$ cat config.mk
export PLATFORM = sky130hd
export DESIGN_NAME = mem_burst_responder
export DESIGN_NICKNAME = d
export VERILOG_FILES = /design/src/rtl/mem_burst_responder.sv
export SDC_FILE = /design/constraint.sdc
export NUM_CORES = 1
export LEC_CHECK = 0
export BUFFER_PORTS_ARGS = -buffer_cell sky130_fd_sc_hd__buf_2
export CAP_MARGIN = 25
export CORE_MARGIN = 4
export CORE_UTILIZATION = 43
export CTS_BUF_LIST = sky130_fd_sc_hd__clkbuf_8
export DETAILED_ROUTE_END_ITERATION = 10
export GPL_ROUTABILITY_DRIVEN = 1
export PLACE_DENSITY = 0.87
export SYNTH_ARGS = -nofsm -noshare
export SYNTH_HDL_FRONTEND = slang
export SYNTH_SLANG_ARGS = --single-unit
$ cat constraint.sdc
create_clock -name clk -period 2.3 [get_ports clk]
set_input_delay 0.115 -clock clk [delete_from_list [all_inputs] [get_ports clk]]
set_output_delay 0.115 -clock clk [all_outputs]
set_load 0.005 [all_outputs]
$ cat src/rtl/mem_burst_responder.sv
// Four-beat critical-word-first burst responder between a cache and a 1-cycle backing SRAM.
// Optional sticky protocol-error detection enabled by defining MEM_RESP_REQ_ERR_EN.
module mem_burst_responder #(
  parameter int ADDR_W  = 16,
  parameter int LATENCY = 2
) (
  input  logic              clk,
  input  logic              rst,
  input  logic              mem_req,
  input  logic              mem_wren,
  input  logic [31:0]       mem_address,
  input  logic [15:0]       to_mem,
  output logic [15:0]       from_mem,
  output logic [1:0]        mem_offset,
  output logic              mem_ready,
  output logic [ADDR_W-1:0] sram_addr,
  output logic [15:0]       sram_wdata,
  output logic              sram_we,
  input  logic [15:0]       sram_rdata,
  output logic              req_err
);

  typedef enum logic [1:0] {
    S_IDLE = 2'd0,
    S_WAIT = 2'd1,
    S_PRE  = 2'd2,
    S_BEAT = 2'd3
  } state_t;

  // S_WAIT counts down from this value to zero, giving LATENCY-1 wait cycles
  localparam int         WAIT_INIT_I = (LATENCY > 32'sd1) ? (LATENCY - 32'sd2) : 32'sd0;
  localparam logic [3:0] WAIT_INIT   = 4'(WAIT_INIT_I);

  state_t            state_r, state_s;
  logic [1:0]        k_r, k_s;
  logic [3:0]        cnt_r, cnt_s;
  logic [ADDR_W-3:0] hi_r, hi_s;
  logic [1:0]        base_r, base_s;
  logic              wren_r, wren_s;
  logic              unused_addr_s;

  assign unused_addr_s = ^mem_address;

  function automatic logic [ADDR_W-1:0] word_addr(input logic [ADDR_W-3:0] hi,
                                                  input logic [1:0] base,
                                                  input logic [1:0] k);
    return {hi, base ^ k};
  endfunction

  // State and burst-context registers
  always_ff @(posedge clk) begin
    if (rst) begin
      state_r <= S_IDLE;
      k_r     <= 2'd0;
      cnt_r   <= 4'd0;
      hi_r    <= '0;
      base_r  <= 2'd0;
      wren_r  <= 1'b0;
    end else begin
      state_r <= state_s;
      k_r     <= k_s;
      cnt_r   <= cnt_s;
      hi_r    <= hi_s;
      base_r  <= base_s;
      wren_r  <= wren_s;
    end
  end

  // Next-state logic; requests outside S_IDLE are dropped
  always_comb begin
    state_s = state_r;
    k_s     = k_r;
    cnt_s   = cnt_r;
    hi_s    = hi_r;
    base_s  = base_r;
    wren_s  = wren_r;
    case (state_r)
      S_IDLE: begin
        if (mem_req) begin
          hi_s    = mem_address[ADDR_W-1:2];
          base_s  = mem_address[1:0];
          wren_s  = mem_wren;
          cnt_s   = WAIT_INIT;
          k_s     = 2'd0;
          state_s = (LATENCY == 32'sd1) ? S_PRE : S_WAIT;
        end else begin
          state_s = S_IDLE;
        end
      end
      S_WAIT: begin
        if (cnt_r == 4'd0) begin
          state_s = S_PRE;
        end else begin
          cnt_s = cnt_r - 4'd1;
        end
      end
      S_PRE: begin
        state_s = S_BEAT;
        k_s     = 2'd0;
      end
      S_BEAT: begin
        if (k_r == 2'd3) begin
          state_s = S_IDLE;
          k_s     = 2'd0;
        end else begin
          k_s = k_r + 2'd1;
        end
      end
      default: begin
        state_s = S_IDLE;
        k_s     = 2'd0;
      end
    endcase
  end

  // Cache and SRAM port decode; fetch addresses run one beat ahead of the data
  always_comb begin
    from_mem   = 16'd0;
    mem_offset = 2'd0;
    mem_ready  = 1'b0;
    sram_addr  = word_addr(hi_r, base_r, k_r);
    sram_wdata = to_mem;
    sram_we    = 1'b0;
    case (state_r)
      S_PRE: begin
        sram_addr  = word_addr(hi_r, base_r, 2'd0);
        mem_offset = 2'd0;
      end
      S_BEAT: begin
        mem_ready = 1'b1;
        if (wren_r) begin
          sram_we    = 1'b1;
          sram_addr  = word_addr(hi_r, base_r, k_r);
          mem_offset = (k_r == 2'd3) ? 2'd3 : (k_r + 2'd1);
        end else begin
          from_mem   = sram_rdata;
          mem_offset = k_r;
          if (k_r != 2'd3) begin
            sram_addr = word_addr(hi_r, base_r, k_r + 2'd1);
          end else begin
            sram_addr = word_addr(hi_r, base_r, k_r);
          end
        end
      end
      default: begin
        mem_ready = 1'b0;
      end
    endcase
  end

`ifdef MEM_RESP_REQ_ERR_EN
  logic req_err_r;

  // Sticky flag for a request seen while a burst is in progress
  always_ff @(posedge clk) begin
    if (rst) begin
      req_err_r <= 1'b0;
    end else if (mem_req && (state_r != S_IDLE)) begin
      req_err_r <= 1'b1;
    end
  end

  assign req_err = req_err_r;
`else
  assign req_err = 1'b0;
`endif

endmodule

Yosys cells after proc, flatten, opt, wreduce, memory -nomap -nowiden
Cells that the tools add are included.
- register bits: 25
- bits in latches: 0
- bits in writable memories: 0
- ROM bits: 0
- input port bits: 68
- output and inout port bits: 53
- logic and storage cells: 48
- memories kept: 0
- $add $sub $neg: 2
- multipliers: 0
- div/mod/pow operators: 0
- magnitude comparators: 0
- equal/unequal tests: 9
- shifts and indexed selects: 0
- mux-type cells: 21
- bitwise logic cells: 2
- reduce and logical (&&, ||, !) cells: 8
- operators with widths (operator ; count):
    two-way mux 16 bit ; 2
    two-way mux 2 bit ; 9
    inequality test 2 bit (second input constant) ; 5
    two-way mux 4 bit ; 2
    case mux 2 bit (4 select lines) ; 1
    case mux 4 bit (2 select lines) ; 1
    equality test 2 bit (second input constant) ; 3
    case mux 2 bit (3 select lines) ; 1
    AND reduction 2 bit ; 3
    zero test 4 bit ; 1
    two-way mux 1 bit ; 4
    case mux 2 bit (2 select lines) ; 1
    subtractor 4 x 1 -> 4 bit (second input constant) ; 1
    XOR 2 bit ; 2
    AND reduction 3 bit ; 1
    nonzero test 3 bit ; 1
    adder 2 x 1 -> 2 bit (second input constant) ; 1
    equality test 2 x 1 -> 1 bit (second input constant) ; 1
    zero test 2 bit ; 1
    nonzero test 2 bit ; 1

Logic depth before layout (Yosys ltp)
Gate-level depths: netlist of run 1.
- word-level depth: 5
- gate-level depth with buffers: 7
- mapped depth without buffers: 6

Worst setup path before layout of run 1
No wires, ideal clock.
- path kind: reg-to-output
- from: register k_r[0]
- to: output port sram_addr[0]
- data arrival time: 1.471 ns
- required time: 2.185 ns
- path slack: 0.714 ns
- stages on the path, launching flop included: 6
- path buffers: 0
- cell sequence: dfxtp_1 > ha_1 > nor2_8 > xnor2_1 > mux4_2 > a21o_1
- longest elaborated chain between the ends: 5
- elaborated cells between the ends (all ways): 7
- classes of those cells: add/sub: 1; eq/ne: 1; mux: 3; bitwise: 2
- RTL lines (what ; line ; source):
    start: declaration ; 35 ; logic [1:0] k_r, k_s;
    start signal: assignment ; 61 ; k_r <= k_s;
    adder 2 x 1 -> 2 bit ; 139 ; sram_addr = word_addr(hi_r, base_r, k_r + 2'd1);
    XOR 2 bit ; 47 ; return {hi, base ^ k};
    two-way mux 2 bit ; 138 ; if (k_r != 2'd3) begin
    two-way mux 2 bit ; 131 ; if (wren_r) begin
    case mux 2 bit (2 select lines) (*) ; 124 ; case (state_r)
    end: declaration ; 16 ; output logic [ADDR_W-1:0] sram_addr,
Mark *: on every way between the ends. The rest lies on a longest branch, timed or not.

Final worst setup path of run 1
Ends and elaborated chain as after synthesis.

==> flow_summary.ini, run 1 <==
[run_status]
run_status = finished clean

[cells_and_area]
syn_to_final_growth_pct = 20.2
mostFrequentLayoutCell = buf_2
fill_cells = 335
multi_input_area_um2 = 801
final-seq-area_um2 = 500
nets = 317
final_cell_mix = 71 x buf_2, 40 x nand2_1, 25 x dfxtp_1
drive_gt1_frac = 0.335
final_design_area_no_fill_um2 = 1800
antenna_cells = 0

[min_path]
whs_path_depth = 3
hp-class = input pin to flop
holdPathEnd = hi_r[8]
hold_start = mem_address[10]

[detailed_routing]
post_drt_wl_per_cell_um = 12.0
vias = 1372
route.detailed.drc = 0
via_per_inst = 4.81
ant_nets = 0
drt_iter0_markers = 35
drt-total-wl_mm = 3.42
firstDrtPassIters = 4
met3_length_um = 351
met2RoutedLength_mm = 1.65
top_layer = met4
wl_met1_mm = 1.36

[die]
rows = 21
die_h_um = 67.0
start_util = 0.448
dieWidth_um = 67.0
dieArea_um2 = 4480
ioPinCount = 121
core-area_um2 = 3340

[timing]
finClkSkew_ns = 0.00234
rsz0062_at_grt = no
worstMarginPinSlew_ns = 0.633
fmax_mhz = 475
final.setup.tns_ns = 0
relSlewSlack = 0.578
post-route-period-util = 0.916
hold_viol = 0
min_period_ns = 2.11
slew_violations = 0
finalSetupViolCount = 0

[clocking]
cts_setup_buffers = 0
clk_pin_slew_ns = 0.09
cts_buffers = 3
cts_root_buffer = clkbuf_8
cts_tree = done
post_cts_resized = 0
h-tree-depth = 1
clock_path_buffers = 2
clkLatencyLatePin_ns = 0.27
ctsHoldBuffers = 0
cts_num_sinks = 25

[power_and_ir_drop]
powerDensity_nw_per_um2 = 812
ir_drop_mv = 0.505
p_leak_nw = 0.929

[critical_path]
cp.arrival_ns = 1.99
critical_path.max_fanout = 7
r2r_end = state_r[1]
crit_type = flop to primary output
ff2ff_path_depth = 6
r2r_setup_slack_ns = 0.71
cp-end-kind = primary output
r2r-start = cnt_r[0]
critPathLaunchType = flop
crit_required_ns = 2.18

[grt]
grt_overflow = 0
grt_use_total = 0.149
grt_pass1_vias = 1275
grt_pass1_wl_mm = 5.18
grt_max_degree = 25
antenna_found_initial = 0

[logic_synthesis]
syn_inst = 188
synth_largest_area_cell = dfxtp_1
syn_area_um2 = 1500
synth_top_area_frac = 0.335
yosysSeqAreaShare = 0.335
async_reset_ff_frac = 0
ys_ff_latch = 25
synth_edf_count = 0
synth_cell_types = 35
syn_nets = 265
yosys_warnings = 0
synth_area_per_cell_um2 = 7.95
synthTopCellsByArea = dfxtp_1 33%, nand2_1 10%, buf_4 8.5%
synth-main-ff-cell = dfxtp_1

[placement]
hpwlAfterDp_mm = 2.66
port_buffers = 71
placed_cell_area_um2 = 1750
gp_congestion = 0.798

[run]
cap_violations = 0
state kept, by name, summed over array words and instances, names as in the netlist:
| register | flops |
|---|---|
| k_r | 2 |
| base_r | 2 |
| hi_r | 14 |
| state_r | 2 |
| cnt_r | 4 |
| wren_r | 1 |
how the worst max path moves through the flow:
stage	start	end	cells after the start
floorplan	k_r[0]	sram_addr[0]	5
finish	k_r[0]	sram_addr[0]	6
detailed placement	k_r[0]	sram_addr[0]	6
global placement	k_r[0]	sram_addr[0]	6
global route	k_r[0]	sram_addr[0]	6
CTS	k_r[0]	sram_addr[0]	6
routing by layer:
metal  vias to the layer above  global-route usage
met5                         -                   0
met4                         0              0.0785
met3                         6              0.0337
met2                        61               0.285
met1                       612               0.145
li1                        693                   -
cell usage after synthesis, types with 2 or more instances:
cell type  instances
xor2_1             2
nand3_1            4
buf_2              2
nor2b_1            4
and2_1            18
o21ai_0            3
buf_4             17
nand2b_1           2
a21oi_1           20
nor3_1             2
o211a_1            2
clkbuf_1           5
mux2i_1            2
inv_1              7
a21o_1             2
nand2_1           40
nor2_1             6
dfxtp_1           25
ha_1               9
cells by family after synthesis:
| group | after synthesis | share of synthesized area |
|---|---|---|
| simple gates | 81 | 0.272 |
| compound gates | 33 | 0.132 |
| buf+inv | 32 | 0.130 |
| flops | 25 | 0.335 |
| fa+ha+maj | 9 | 0.0753 |
| mux | 4 | 0.0360 |
| xor+xnor | 3 | 0.0176 |
| other cells | 1 | 0.00251 |
power by group:
part           internal [mW]  leakage [nW]  total (mW)  switching, mW
Combinational          0.273         0.703       0.603          0.330
Sequential             0.521         0.205       0.593         0.0726
Clock                  0.123        0.0217       0.262          0.139
Total                  0.917         0.929        1.46          0.542
stage by stage:
stage | std cells | hold slack, ns | total power, mW | util | worst slack [ns]
2_1_floorplan | 188 | 0.184 | 1.05 | - | 0.714
3_3_place_gp | 281 | 0.230 | 1.18 | 0.524 | 0.535
3_5_place_dp | 281 | 0.230 | 1.21 | 0.524 | 0.498
4_1_cts | 285 | 0.0685 | 1.47 | 0.538 | 0.181
5_1_grt | 285 | 0.0603 | 1.58 | 0.538 | 0.0906
6_report | 285 | 0.0711 | 1.46 | 0.538 | 0.193
worst max-delay path: stages (launching register included):
cell and delay (ns):
dfxtp_1 0.45, ha_1 0.35, nor2_8 0.05, xnor2_1 0.13, mux4_2 0.46, a21o_1 0.16, buf_2 0.12
cell type report:
class,instances,share of cell area
Tap cell,46,0.0320
Multi-Input combinational cell,131,0.446
Timing Repair Buffer,72,0.202
Sequential cell,25,0.279
Clock buffer,3,0.0230
Clock inverter,1,0.00418
Inverter,7,0.0146
Note: power is estimated with default switching activity, not from simulation.
==> run 2, diff against run 1 <==
Settings changed: CORE_UTILIZATION 43 to 30, PLACE_DENSITY 0.87 to default, TNS_END_PERCENT from default to 100.
==> flow_summary.ini, run 2 (synthesis results as in run 1) <==
[clocking]
clkLatencyLatePin_ns = 0.27
cts_buffers = 3
clock_path_buffers = 2
post_cts_resized = 0
cts_setup_buffers = 0
h-tree-depth = 1
cts_num_sinks = 25
cts_root_buffer = clkbuf_8
clk_pin_slew_ns = 0.09
cts_tree = done
ctsHoldBuffers = 0

[die]
die_h_um = 78.6
start_util = 0.312
ioPinCount = 121
dieWidth_um = 78.6
core-area_um2 = 4790
dieArea_um2 = 6180
rows = 25

[placement]
hpwlAfterDp_mm = 2.54
gp_congestion = 0.742
dp.cells = 302
pre_cts_slack_ns = 0.492
port_buffers = 71

[detailed_routing]
drt-total-wl_mm = 3.37
route.detailed.drc = 0
firstDrtPassIters = 4
via_per_inst = 4.36
post_drt_wl_per_cell_um = 11.0
vias = 1334
ant_nets = 0
drt_iter0_markers = 43

[cells_and_area]
antenna_cells = 0
nets = 317
final_cell_mix = 71 x buf_2, 40 x nand2_1, 25 x dfxtp_1
biggestRegsByFlops = hi_r x14, cnt_r x4
stdcell_count = 306
multi_input_area_um2 = 801
fill_cells = 514
top_register = hi_r
drive_gt1_frac = 0.335
mostFrequentLayoutCell = buf_2
largest_register_ffs = 14
final-seq-area_um2 = 500
syn_to_final_growth_pct = 21.8

[timing]
final.setup.tns_ns = 0
worstMarginPinSlew_ns = 0.647
whs_ns = 0.0741
min_period_ns = 2.10
finClkSkew_ns = 0.00336
rsz0062_at_grt = no
post-route-period-util = 0.913
finalSetupViolCount = 0
setup_slack_ns = 0.201
fmax_mhz = 476
hold_viol = 0
relSlewSlack = 0.569
slew_violations = 0

[min_path]
hold_start = mem_address[7]
hp-class = input pin to flop

[critical_path]
crit_type = flop to primary output
critical_path.max_fanout = 7
crit_required_ns = 2.18
startpoint = k_r[0]
critPathLaunchType = flop
cp-end-kind = primary output
r2r-start = cnt_r[0]
cp.arrival_ns = 1.98

[run]
cap_violations = 0

[power_and_ir_drop]
p_leak_nw = 0.933
ir_drop_mv = 0.520
powerDensity_nw_per_um2 = 796

[run_status]
run_status = finished clean

[grt]
grt_use_total = 0.107
antenna_found_initial = 0
grt_max_degree = 25
grt_pass1_vias = 1246
grt_pass1_wl_mm = 5.49
grt_overflow = 0
==> run 2: area by class of cell <==
cell class | instances | area share
inverters | 7 | 0.0144
clock buffers | 3 | 0.0227
flip-flops and latches | 25 | 0.275
repair buffers | 72 | 0.199
clock inverters | 1 | 0.00275
well taps | 67 | 0.0460
multi-input cells | 131 | 0.440
==> run 2: layer usage <==
layer	vias to the layer above	wire (um)	global-route usage
met5	-	0	0
met4	0	15	0.0175
met3	4	342	0.0344
met2	60	1540	0.189
met1	575	1470	0.128
li1	695	-	-
==> run 2: critical path, cell delays in order (launching register included) <==
cell	delay (ns)
dfxtp_1	0.45
ha_1	0.33
nor2_8	0.05
xnor2_1	0.13
mux4_2	0.47
a21o_1	0.16
buf_2	0.12
==> run 2: stage by stage <==
step	utilization	total power, mW	area, um2
global route	0.380	1.58	1820
finish	0.380	1.45	1820
CTS	0.380	1.48	1820
detailed placement	0.371	1.21	1770
global placement	0.371	1.20	1770
floorplan	-	1.05	1500
==> run 2: final timing paths <==
kind | endpoint | slack, ns | cells past startpoint
max | sram_addr[0] | 0.20 | 6
min | hi_r[5] | 0.07 | 3
max reg2reg | state_r[1] | 0.71 | 6
min reg2reg | hi_r[6] | 0.46 | 2
==> run 2: report_power, final <==
part / switching, mW / internal (mW) / total (mW) / leakage [nW]
sequential: 0.0688 / 0.521 / 0.590 / 0.205
combinational: 0.322 / 0.273 / 0.596 / 0.703
clock: 0.142 / 0.121 / 0.263 / 0.0255
total: 0.533 / 0.915 / 1.45 / 0.933
==> run 3, diff against run 2 <==
Settings changed: CORE_UTILIZATION 30 to 40, PLACE_DENSITY from default to 0.82.
==> flow_summary.ini, run 3 (synthesis results as in run 1) <==
[critical_path]
critical_path.max_fanout = 7
cp.arrival_ns = 1.99
crit_type = flop to primary output
cp-end-kind = primary output
crit_required_ns = 2.18
critPathLaunchType = flop

[die]
rows = 21
dieArea_um2 = 4780
die_h_um = 69.1
ioPinCount = 121
start_util = 0.431
core-area_um2 = 3470
dieWidth_um = 69.1

[timing]
hold_viol = 0
relSlewSlack = 0.589
finClkSkew_ns = 0.00304
fmax_mhz = 474
setup_slack_ns = 0.191
slew_violations = 0
post-route-period-util = 0.917
rsz0062_at_grt = no
finalSetupViolCount = 0
min_period_ns = 2.11
worstMarginPinSlew_ns = 0.617
final.setup.tns_ns = 0

[detailed_routing]
vias = 1346
via_per_inst = 4.72
firstDrtPassIters = 4
ant_nets = 0
drt_iter0_markers = 42
route.detailed.drc = 0
post_drt_wl_per_cell_um = 11.7
drt-total-wl_mm = 3.34

[power_and_ir_drop]
powerDensity_nw_per_um2 = 809
ir_drop_mv = 0.462
p_leak_nw = 0.929
power_mw = 1.45

[clocking]
clock_path_buffers = 2
ctsHoldBuffers = 0
cts_root_buffer = clkbuf_8
clkLatencyLatePin_ns = 0.27
cts_setup_buffers = 0
cts_tree = done
cts_num_sinks = 25
h-tree-depth = 1
clk_pin_slew_ns = 0.09
post_cts_resized = 0
cts_buffers = 3

[run]
cap_violations = 0

[grt]
grt_pass1_vias = 1323
grt_use_total = 0.142
grt_pass1_wl_mm = 5.78
grt_overflow = 0
grt_max_degree = 25
antenna_found_initial = 0

[cells_and_area]
largest_register_ffs = 14
mostFrequentLayoutCell = buf_2
syn_to_final_growth_pct = 20.2
nets = 317
antenna_cells = 0
drive_gt1_frac = 0.335
final_design_area_no_fill_um2 = 1800
fill_cells = 351
final_cell_mix = 71 x buf_2, 40 x nand2_1, 25 x dfxtp_1
biggestRegsByFlops = hi_r x14, cnt_r x4
top_register = hi_r

[placement]
pre_cts_slack_ns = 0.502
hpwlAfterDp_mm = 2.59
gp_congestion = 0.788
port_buffers = 71
placed_cell_area_um2 = 1750

[run_status]
run_status = finished clean

[min_path]
hp-class = input pin to flop
==> run 3: worst paths after layout <==
kind | cells past startpoint | endpoint | start | slack (ns)
worst max-delay path | 6 | sram_addr[0] | k_r[0] | 0.19
worst min-delay path | 3 | hi_r[9] | mem_address[11] | 0.07
worst max register to register | 6 | state_r[1] | cnt_r[0] | 0.71
worst min register to register | 2 | hi_r[1] | hi_r[1] | 0.46
==> run 3: routing by layer <==
metal	track usage	share of wire	wire length [um]
met1	0.152	0.41	1370
met2	0.252	0.48	1590
met3	0.0480	0.096	319
met4	0.0586	0.016	55
met5	0	0	0
==> run 3: per-stage QoR <==
| stage | util | std cells | hold slack [ns] |
|---|---|---|---|
| CTS | 0.518 | 285 | 0.0700 |
| finish | 0.518 | 285 | 0.0730 |
| global route | 0.518 | 285 | 0.0735 |
| global placement | 0.504 | 281 | 0.230 |
| floorplan | - | 188 | 0.184 |
| detailed placement | 0.504 | 281 | 0.230 |
==> run 3: power breakdown <==
part	total [mW]	internal (mW)	switching [mW]
Combinational	0.596	0.273	0.323
Sequential	0.592	0.521	0.0711
Clock	0.265	0.123	0.142
Total	1.45	0.917	0.537
==> run 3: cell type report <==
cell class              instances  area, um2  share of cell area
inverters                       7       26.3              0.0146
well taps                      46       57.6              0.0320
repair buffers                 72        363               0.202
multi-input cells             131        801               0.446
flip-flops and latches         25        500               0.279
clock buffers                   3       41.3              0.0230
clock inverters                 1       7.51             0.00418
==> run 3: critical path, stage by stage (launching register included) <==
cell and delay [ns]:
dfxtp_1 0.46, ha_1 0.35, nor2_8 0.05, xnor2_1 0.13
mux4_2 0.46, a21o_1 0.16, buf_2 0.12
